**src/rtl/tlb_lookup_arbiter_pkg.sv**
```systemverilog
// ============================================================================
// Module : tlb_lookup_arbiter_pkg
// Brief  : Owner encodings and FSM state type for the TLB search-port arbiter
// Rev    : 1.0
// ============================================================================
`default_nettype none

package tlb_lookup_arbiter_pkg;

  localparam logic REQ_IF = 1'b0;
  localparam logic REQ_DM = 1'b1;

  typedef enum logic [0:0] {
    ARB_IDLE   = 1'b0,
    ARB_LOOKUP = 1'b1
  } arb_state_t;

endpackage

`default_nettype wire

```
**src/rtl/tlb_lookup_arbiter.sv**
```systemverilog
// ============================================================================
// Module : tlb_lookup_arbiter
// Brief  : Shares one TLB search port between fetch (IF) and data (DM) stages
// Rev    : 1.0
// ============================================================================
`default_nettype none

module tlb_lookup_arbiter
  import tlb_lookup_arbiter_pkg::*;
#(
  parameter int STARVE_LIMIT = 4
) (
  input  logic        clk,
  input  logic        resetn,
  input  logic        if_req,
  input  logic [31:0] if_vaddr,
  output logic        if_ack,
  output logic        if_resp_valid,
  output logic [31:0] if_paddr,
  output logic        if_miss,
  output logic        if_invalid,
  output logic [2:0]  if_cattr,
  input  logic        dm_req,
  input  logic [31:0] dm_vaddr,
  output logic        dm_ack,
  output logic        dm_resp_valid,
  output logic [31:0] dm_paddr,
  output logic        dm_miss,
  output logic        dm_invalid,
  output logic        dm_dirty,
  output logic [2:0]  dm_cattr,
  output logic [31:0] tlb_vaddr,
  input  logic [31:0] tlb_paddr,
  input  logic        tlb_miss,
  input  logic        tlb_invalid,
  input  logic        tlb_dirty,
  input  logic [2:0]  tlb_cattr,
  input  logic        tlb_write,
  input  logic        commit_i,
  output logic [31:0] perfcnt_tlb_conflict
);

  localparam int                  STREAK_W   = $clog2(STARVE_LIMIT + 1);
  localparam logic [STREAK_W-1:0] STREAK_MAX = STREAK_W'(STARVE_LIMIT);

  arb_state_t          r_state;
  arb_state_t          w_state_nxt;
  logic                r_owner;
  logic [31:0]         r_tlb_vaddr;
  logic [STREAK_W-1:0] r_streak;
  logic [31:0]         r_perf;

  logic        r_if_resp_valid, r_if_miss, r_if_invalid;
  logic [31:0] r_if_paddr;
  logic [2:0]  r_if_cattr;
  logic        r_dm_resp_valid, r_dm_miss, r_dm_invalid, r_dm_dirty;
  logic [31:0] r_dm_paddr;
  logic [2:0]  r_dm_cattr;

  logic w_grant_ok, w_if_wins, w_grant, w_if_ack, w_dm_ack, w_complete;

  // A TLB write in LOOKUP replays the in-flight search, so the port stays busy.
  assign w_grant_ok = resetn && !commit_i && ((r_state == ARB_IDLE) || !tlb_write);
  assign w_if_wins  = if_req && (!dm_req || (r_streak == STREAK_MAX));
  assign w_grant    = w_grant_ok && (if_req || dm_req);
  assign w_if_ack   = w_grant && w_if_wins;
  assign w_dm_ack   = w_grant && !w_if_wins;
  assign w_complete = (r_state == ARB_LOOKUP) && !tlb_write && !commit_i;

  always_comb begin
    w_state_nxt = ARB_IDLE;
    if (commit_i)
      w_state_nxt = ARB_IDLE;
    else if ((r_state == ARB_LOOKUP) && tlb_write)
      w_state_nxt = ARB_LOOKUP;
    else if (w_grant)
      w_state_nxt = ARB_LOOKUP;
  end

  always_ff @(posedge clk) begin
    if (!resetn)
      r_state <= ARB_IDLE;
    else
      r_state <= w_state_nxt;
  end

  always_ff @(posedge clk) begin
    if (!resetn) begin
      r_owner         <= REQ_IF;
      r_tlb_vaddr     <= '0;
      r_streak        <= '0;
      r_perf          <= '0;
      r_if_resp_valid <= 1'b0;
      r_if_paddr      <= '0;
      r_if_miss       <= 1'b0;
      r_if_invalid    <= 1'b0;
      r_if_cattr      <= '0;
      r_dm_resp_valid <= 1'b0;
      r_dm_paddr      <= '0;
      r_dm_miss       <= 1'b0;
      r_dm_invalid    <= 1'b0;
      r_dm_dirty      <= 1'b0;
      r_dm_cattr      <= '0;
    end else begin
      if (w_grant) begin
        r_tlb_vaddr <= w_if_wins ? if_vaddr : dm_vaddr;
        r_owner     <= w_if_wins ? REQ_IF : REQ_DM;
      end

      r_if_resp_valid <= w_complete && (r_owner == REQ_IF);
      r_dm_resp_valid <= w_complete && (r_owner == REQ_DM);

      if (w_complete && (r_owner == REQ_IF)) begin
        r_if_paddr   <= tlb_paddr;
        r_if_miss    <= tlb_miss;
        r_if_invalid <= tlb_invalid;
        r_if_cattr   <= tlb_cattr;
      end
      if (w_complete && (r_owner == REQ_DM)) begin
        r_dm_paddr   <= tlb_paddr;
        r_dm_miss    <= tlb_miss;
        r_dm_invalid <= tlb_invalid;
        r_dm_dirty   <= tlb_dirty;
        r_dm_cattr   <= tlb_cattr;
      end

      // Streak only measures DM wins while fetch is actually waiting.
      if (commit_i || !if_req || w_if_ack)
        r_streak <= '0;
      else if (w_dm_ack && (r_streak != STREAK_MAX))
        r_streak <= r_streak + 1'b1;

      if (w_grant && if_req && dm_req)
        r_perf <= r_perf + 32'd1;
    end
  end

  assign if_ack               = w_if_ack;
  assign dm_ack               = w_dm_ack;
  assign tlb_vaddr            = r_tlb_vaddr;
  assign perfcnt_tlb_conflict = r_perf;
  assign if_resp_valid        = r_if_resp_valid;
  assign if_paddr             = r_if_paddr;
  assign if_miss              = r_if_miss;
  assign if_invalid           = r_if_invalid;
  assign if_cattr             = r_if_cattr;
  assign dm_resp_valid        = r_dm_resp_valid;
  assign dm_paddr             = r_dm_paddr;
  assign dm_miss              = r_dm_miss;
  assign dm_invalid           = r_dm_invalid;
  assign dm_dirty             = r_dm_dirty;
  assign dm_cattr             = r_dm_cattr;

endmodule

`default_nettype wire

```
**config.mk**
```make
export PLATFORM = sky130hd
export DESIGN_NAME = tlb_lookup_arbiter
export DESIGN_NICKNAME = d
export VERILOG_FILES = /design/src/rtl/tlb_lookup_arbiter_pkg.sv /design/src/rtl/tlb_lookup_arbiter.sv
export SDC_FILE = /design/constraint.sdc
export NUM_CORES = 1
export LEC_CHECK = 0
export CAP_MARGIN = 15
export CORE_UTILIZATION = 42
export DETAILED_ROUTE_END_ITERATION = 16
export HOLD_SLACK_MARGIN = 0.05
export PLACE_DENSITY = 0.79
export SLEW_MARGIN = 30
export SYNTH_ARGS = -nofsm -noshare
export SYNTH_HDL_FRONTEND = slang
export SYNTH_SLANG_ARGS = --single-unit
```
**constraint.sdc**
```tcl
create_clock -name clk -period 3.7 [get_ports clk]
set_input_delay 0.74 -clock clk [delete_from_list [all_inputs] [get_ports clk]]
set_output_delay 0.74 -clock clk [all_outputs]
set_load 0.01 [all_outputs]
```
## Word-level counts from Yosys, hierarchy flattened

Index checks and enable logic that the tools add are counted.

- Flip-flop bits (word level): 146
- Output and inout port bits: 143

- Add/sub/neg operators: 2
- Equal/unequal tests: 2
- Mux-type cells: 4
- Bitwise operators: 3
- Reductions and logical operators: 26

Operators with widths:

| kind | count |
|---|---|
| $add 32x1->32 const B | 1 |
| $mux 32 | 1 |
| $logic_and 1x1->1 | 14 |
| $logic_not 1->1 | 5 |
| $logic_or 1x1->1 | 5 |
| $reduce_or 2->1 | 2 |
| $add 3x1->3 const B | 1 |
| $eq 3x3->1 const B | 1 |
| $mux 1 | 3 |
| $ne 3x3->1 const B | 1 |
| $not 1->1 | 3 |

## Longest topological paths before layout

- Word-level depth: 7
- Mapped depth: 8

## Least setup slack after synthesis

Ideal clock, no wire load.

- Path kind: input port to output port
- From: in tlb_write
- To: out dm_ack
- Data arrival time: 1.873 ns
- Required time: 2.960 ns
- Setup slack: 1.087 ns
- Stages on the path: 6
- Cell sequence: and2_1 > buf_6 > or3_1 > buf_2 > a21oi_4 > buf_4

- Word-level cells in the longest chain between the ends: 5

Ends and longest elaborated chain:

| what | line | text |
|---|---|---|
| start, declared | tlb_lookup_arbiter.sv:38 | `input logic tlb_write,` |
| $logic_not 1->1 | tlb_lookup_arbiter.sv:63 | `assign w_grant_ok = resetn && !commit_i && ((r_state == ARB_IDLE) \|\| !tlb_write);` |
| $logic_or 1x1->1 | tlb_lookup_arbiter.sv:63 |  |
| $logic_and 1x1->1 | tlb_lookup_arbiter.sv:63 |  |
| $logic_and 1x1->1 | tlb_lookup_arbiter.sv:65 | `assign w_grant = w_grant_ok && (if_req \|\| dm_req);` |
| $logic_and 1x1->1 | tlb_lookup_arbiter.sv:67 | `assign w_dm_ack = w_grant && !w_if_wins;` |
| end, declared | tlb_lookup_arbiter.sv:25 | `output logic dm_ack,` |

No other way between the ends.

## Worst setup path after layout

- From: in commit_i
- To: out dm_ack

- Word-level cells in the longest chain between the ends: 5

Ends and longest elaborated chain:

| what | line | text |
|---|---|---|
| start, declared | tlb_lookup_arbiter.sv:39 | `input logic commit_i,` |
| $logic_not 1->1 | tlb_lookup_arbiter.sv:63 |  |
| $logic_and 1x1->1 (2 in series) | tlb_lookup_arbiter.sv:63 |  |
| $logic_and 1x1->1 | tlb_lookup_arbiter.sv:65 |  |
| $logic_and 1x1->1 | tlb_lookup_arbiter.sv:67 |  |

No other way between the ends.

==> impl_metrics.yaml <==
run_status:
  status: "finished clean"
yosys:
  synth_cell_types: 39
  synth-compound-area-share_pct: 17.3
  yosysWarningCount: 0
  synth.area.mux_share_pct: 0.851
  synth_edf_count: 0
  synthAdderAreaFrac_pct: 0.638
  synthXorXnorAreaFrac_pct: 2.98
  ys_seq_elements: 146
  netlist.area_leader.share_pct: 49.7
  synth_top_family_by_area: "simple AND/OR/NAND/NOR gates"
  syn_nets: 763
  synth-seq-area-share_pct: 49.7
  syn-cell-area_um2: 5880
  synth_top_area_cell: "dfxtp_1"
  synthTopCellsByArea: "dfxtp_1 (50%), nand2_1 (11%), a21boi_0 (9.7%)"
  yosys.area_share.simple_pct: 25.1
  synth_most_common_cell: "nand2_1"
  synthTopCellsByCount: "nand2_1 (178), dfxtp_1 (146), a21boi_0 (76), clkbuf_1 (35), nor2b_1 (34)"
  synth_flop_cell: "dfxtp_1"
  async_flop_share_pct: 0
  syn_avg_cell_area_um2: 9.02
  postSynthCellCount: 652
placement:
  gp_congestion: 0.850
  dp_hpwl_mm: 11.9
  dp_cells: 1045
  port_buffers: 250
  dpl_worst_slack_ns: 0.302
timing:
  fin_ws_ns: 0.320
  rsz0062_at_grt: "no"
  hold_viol: 0
  fin_skew_ns: 0.00748
  max_freq_ghz: 0.296
  maxSlewViolCount: 0
  fin_crit_ns: 3.38
  setup_viol: 0
  holdWs_ns: 0.461
  max_slew.worst_pin.slew_ns: 0.809
  min_period_over_period_pct: 91.4
  fin_setup_tns_ns: 0
  maxSlewHeadroom_pct: 45.5
worst_hold_path:
  hold_path.class: "flip-flop to flip-flop"
worst_setup_path:
  crit_type: "input pin to output pin"
  cp_cell_sequence: "clkdlybuf4s50_1, nand2b_1, or3_1, a21oi_4, clkdlybuf4s50_1"
  cpMostUsedCell: "clkdlybuf4s50_1"
  critPathMaxStageDelay_ns: 0.56
  cp-start-kind: "input pin"
  slowest_stage: "clkdlybuf4s50_1"
  rrSetupSlack_ns: 1.55
  required_ns: 2.96
  cp-end-kind: "output pin"
  worstPathArrival_ns: 2.64
  cp_max_fo: 6
route:
  wire_per_inst_um: 16.2
  postRouteAntennaNets: 0
  drtPass1Iterations: 7
  drc: 0
  num_vias: 5695
  drtIter0Drc: 397
  vias_per_cell: 5.29
  drt-total-wl_mm: 17.5
clocking:
  cts_tree: "built"
  path_clk_slew_ns: 0.06
  cts-buffers-inserted: 17
  clkLatencyLatePin_ns: 0.42
  clock-sinks: 146
  cts_buffer_depth: 2
  cts_setup_buffers: 0
  holdBufCountCts: 0
  cts_root_buf: "clkbuf_16"
  htreeDepth: 4
  ctsResizeCount: 0
cells_and_area:
  instances_no_fill: 1076
  nets: 999
  drive_gt1_share_pct: 5.78
  n_antenna_cell: 0
  syn_to_final_growth_pct: 55.2
grt:
  grt_overflow: 0
  track_usage_pct: 23.4
  grt_pass1_vias: 5494
  antenna_found_initial: 0
  grt_max_degree: 78
  grt_pass1_wl_mm: 26.6
floorplan:
  num_rows: 42
  ios: 251
  floorplan.die_area_um2: 14500
  fp.coreArea_um2: 13500
  dieWidth_um: 120
  start_util_pct: 43.7
  die_y_um: 120
pwr:
  power.density_nw_per_um2: 410
  p_leak_nw: 3.15
  peakVddDrop_uv: 313
run:
  cap_violations: 0
[registers in the layout, indices dropped and copies added, names as in the netlist, 3 cells and up]
| name | flops |
|---|---|
| perfcnt_tlb_conflict | 32 |
| tlb_vaddr | 32 |
| dm_cattr | 3 |
| dm_paddr | 32 |
| r_streak | 3 |
| if_cattr | 3 |
| if_paddr | 32 |
[kinds of logic after synthesis]
logic type	after synthesis
XOR/XNOR	20
buffers and inverters	48
adder cells (fa/ha/maj)	3
flip-flops	146
multiplexers	5
AO/OA/AOI/OAI	127
AND/OR/NAND/NOR	303
[cells in the final DEF (no fill, tap or decap), types with 6 or more instances in the layout]
cell,n
nor2_1,6
xnor2_1,12
and2_1,23
dfxtp_1,146
o21ai_0,6
nor2b_1,34
clkdlybuf4s50_1,249
a222oi_1,32
nand2_1,178
nand4_1,12
nand3_1,11
or3_1,7
a21boi_0,76
buf_4,11
clkbuf_16,17
xor2_1,8
[power breakdown]
part           leakage [nW]  internal, W  switching (W)
combinational          1.66     0.000194       0.000120
sequential             1.18      0.00160      0.0000165
clock                 0.309      0.00117       0.000632
[through the flow]
step	utilization, %	area, µm²	total power (W)
finish	67.8	9130	0.00374
CTS	67.8	9130	0.00377
global placement	63.2	8500	0.00196
global route	67.8	9130	0.00387
detailed placement	63.2	8500	0.00197
floorplan	-	5880	0.00176
[worst paths after layout]
path | to | depth (start not counted) | start
max | dm_ack | 5 | commit_i
min | dm_paddr[28] | 2 | dm_paddr[28]
max reg2reg | perfcnt_tlb_conflict[27] | 5 | perfcnt_tlb_conflict[3]
min reg2reg | dm_paddr[28] | 2 | dm_paddr[28]
[cell type report]
type / instances / area (µm²)
sequential: 146 / 2920
tap: 176 / 220
fill: 1047 / 4330
inverter: 5 / 18.8
timing repair buffer: 260 / 2570
clock inverter: 10 / 156
multi-input combinational: 458 / 2760
clock buffer: 21 / 470
[routing by layer]
layer | vias up | global-route usage [%] | wire (µm)
met5 | - | 0 | 0
met4 | 0 | 9.57 | 342
met3 | 33 | 9.72 | 1790
met2 | 240 | 41.2 | 8540
met1 | 2699 | 24.5 | 6810
li1 | 2723 | - | -
[worst max-delay path: cells and delay by family]
family                 cells  cell delay (ns)
buffers and inverters      2             1.03
AND/OR/NAND/NOR            2             0.70
AO/OA/AOI/OAI              1             0.17
Power figures use the tool's default switching activity.
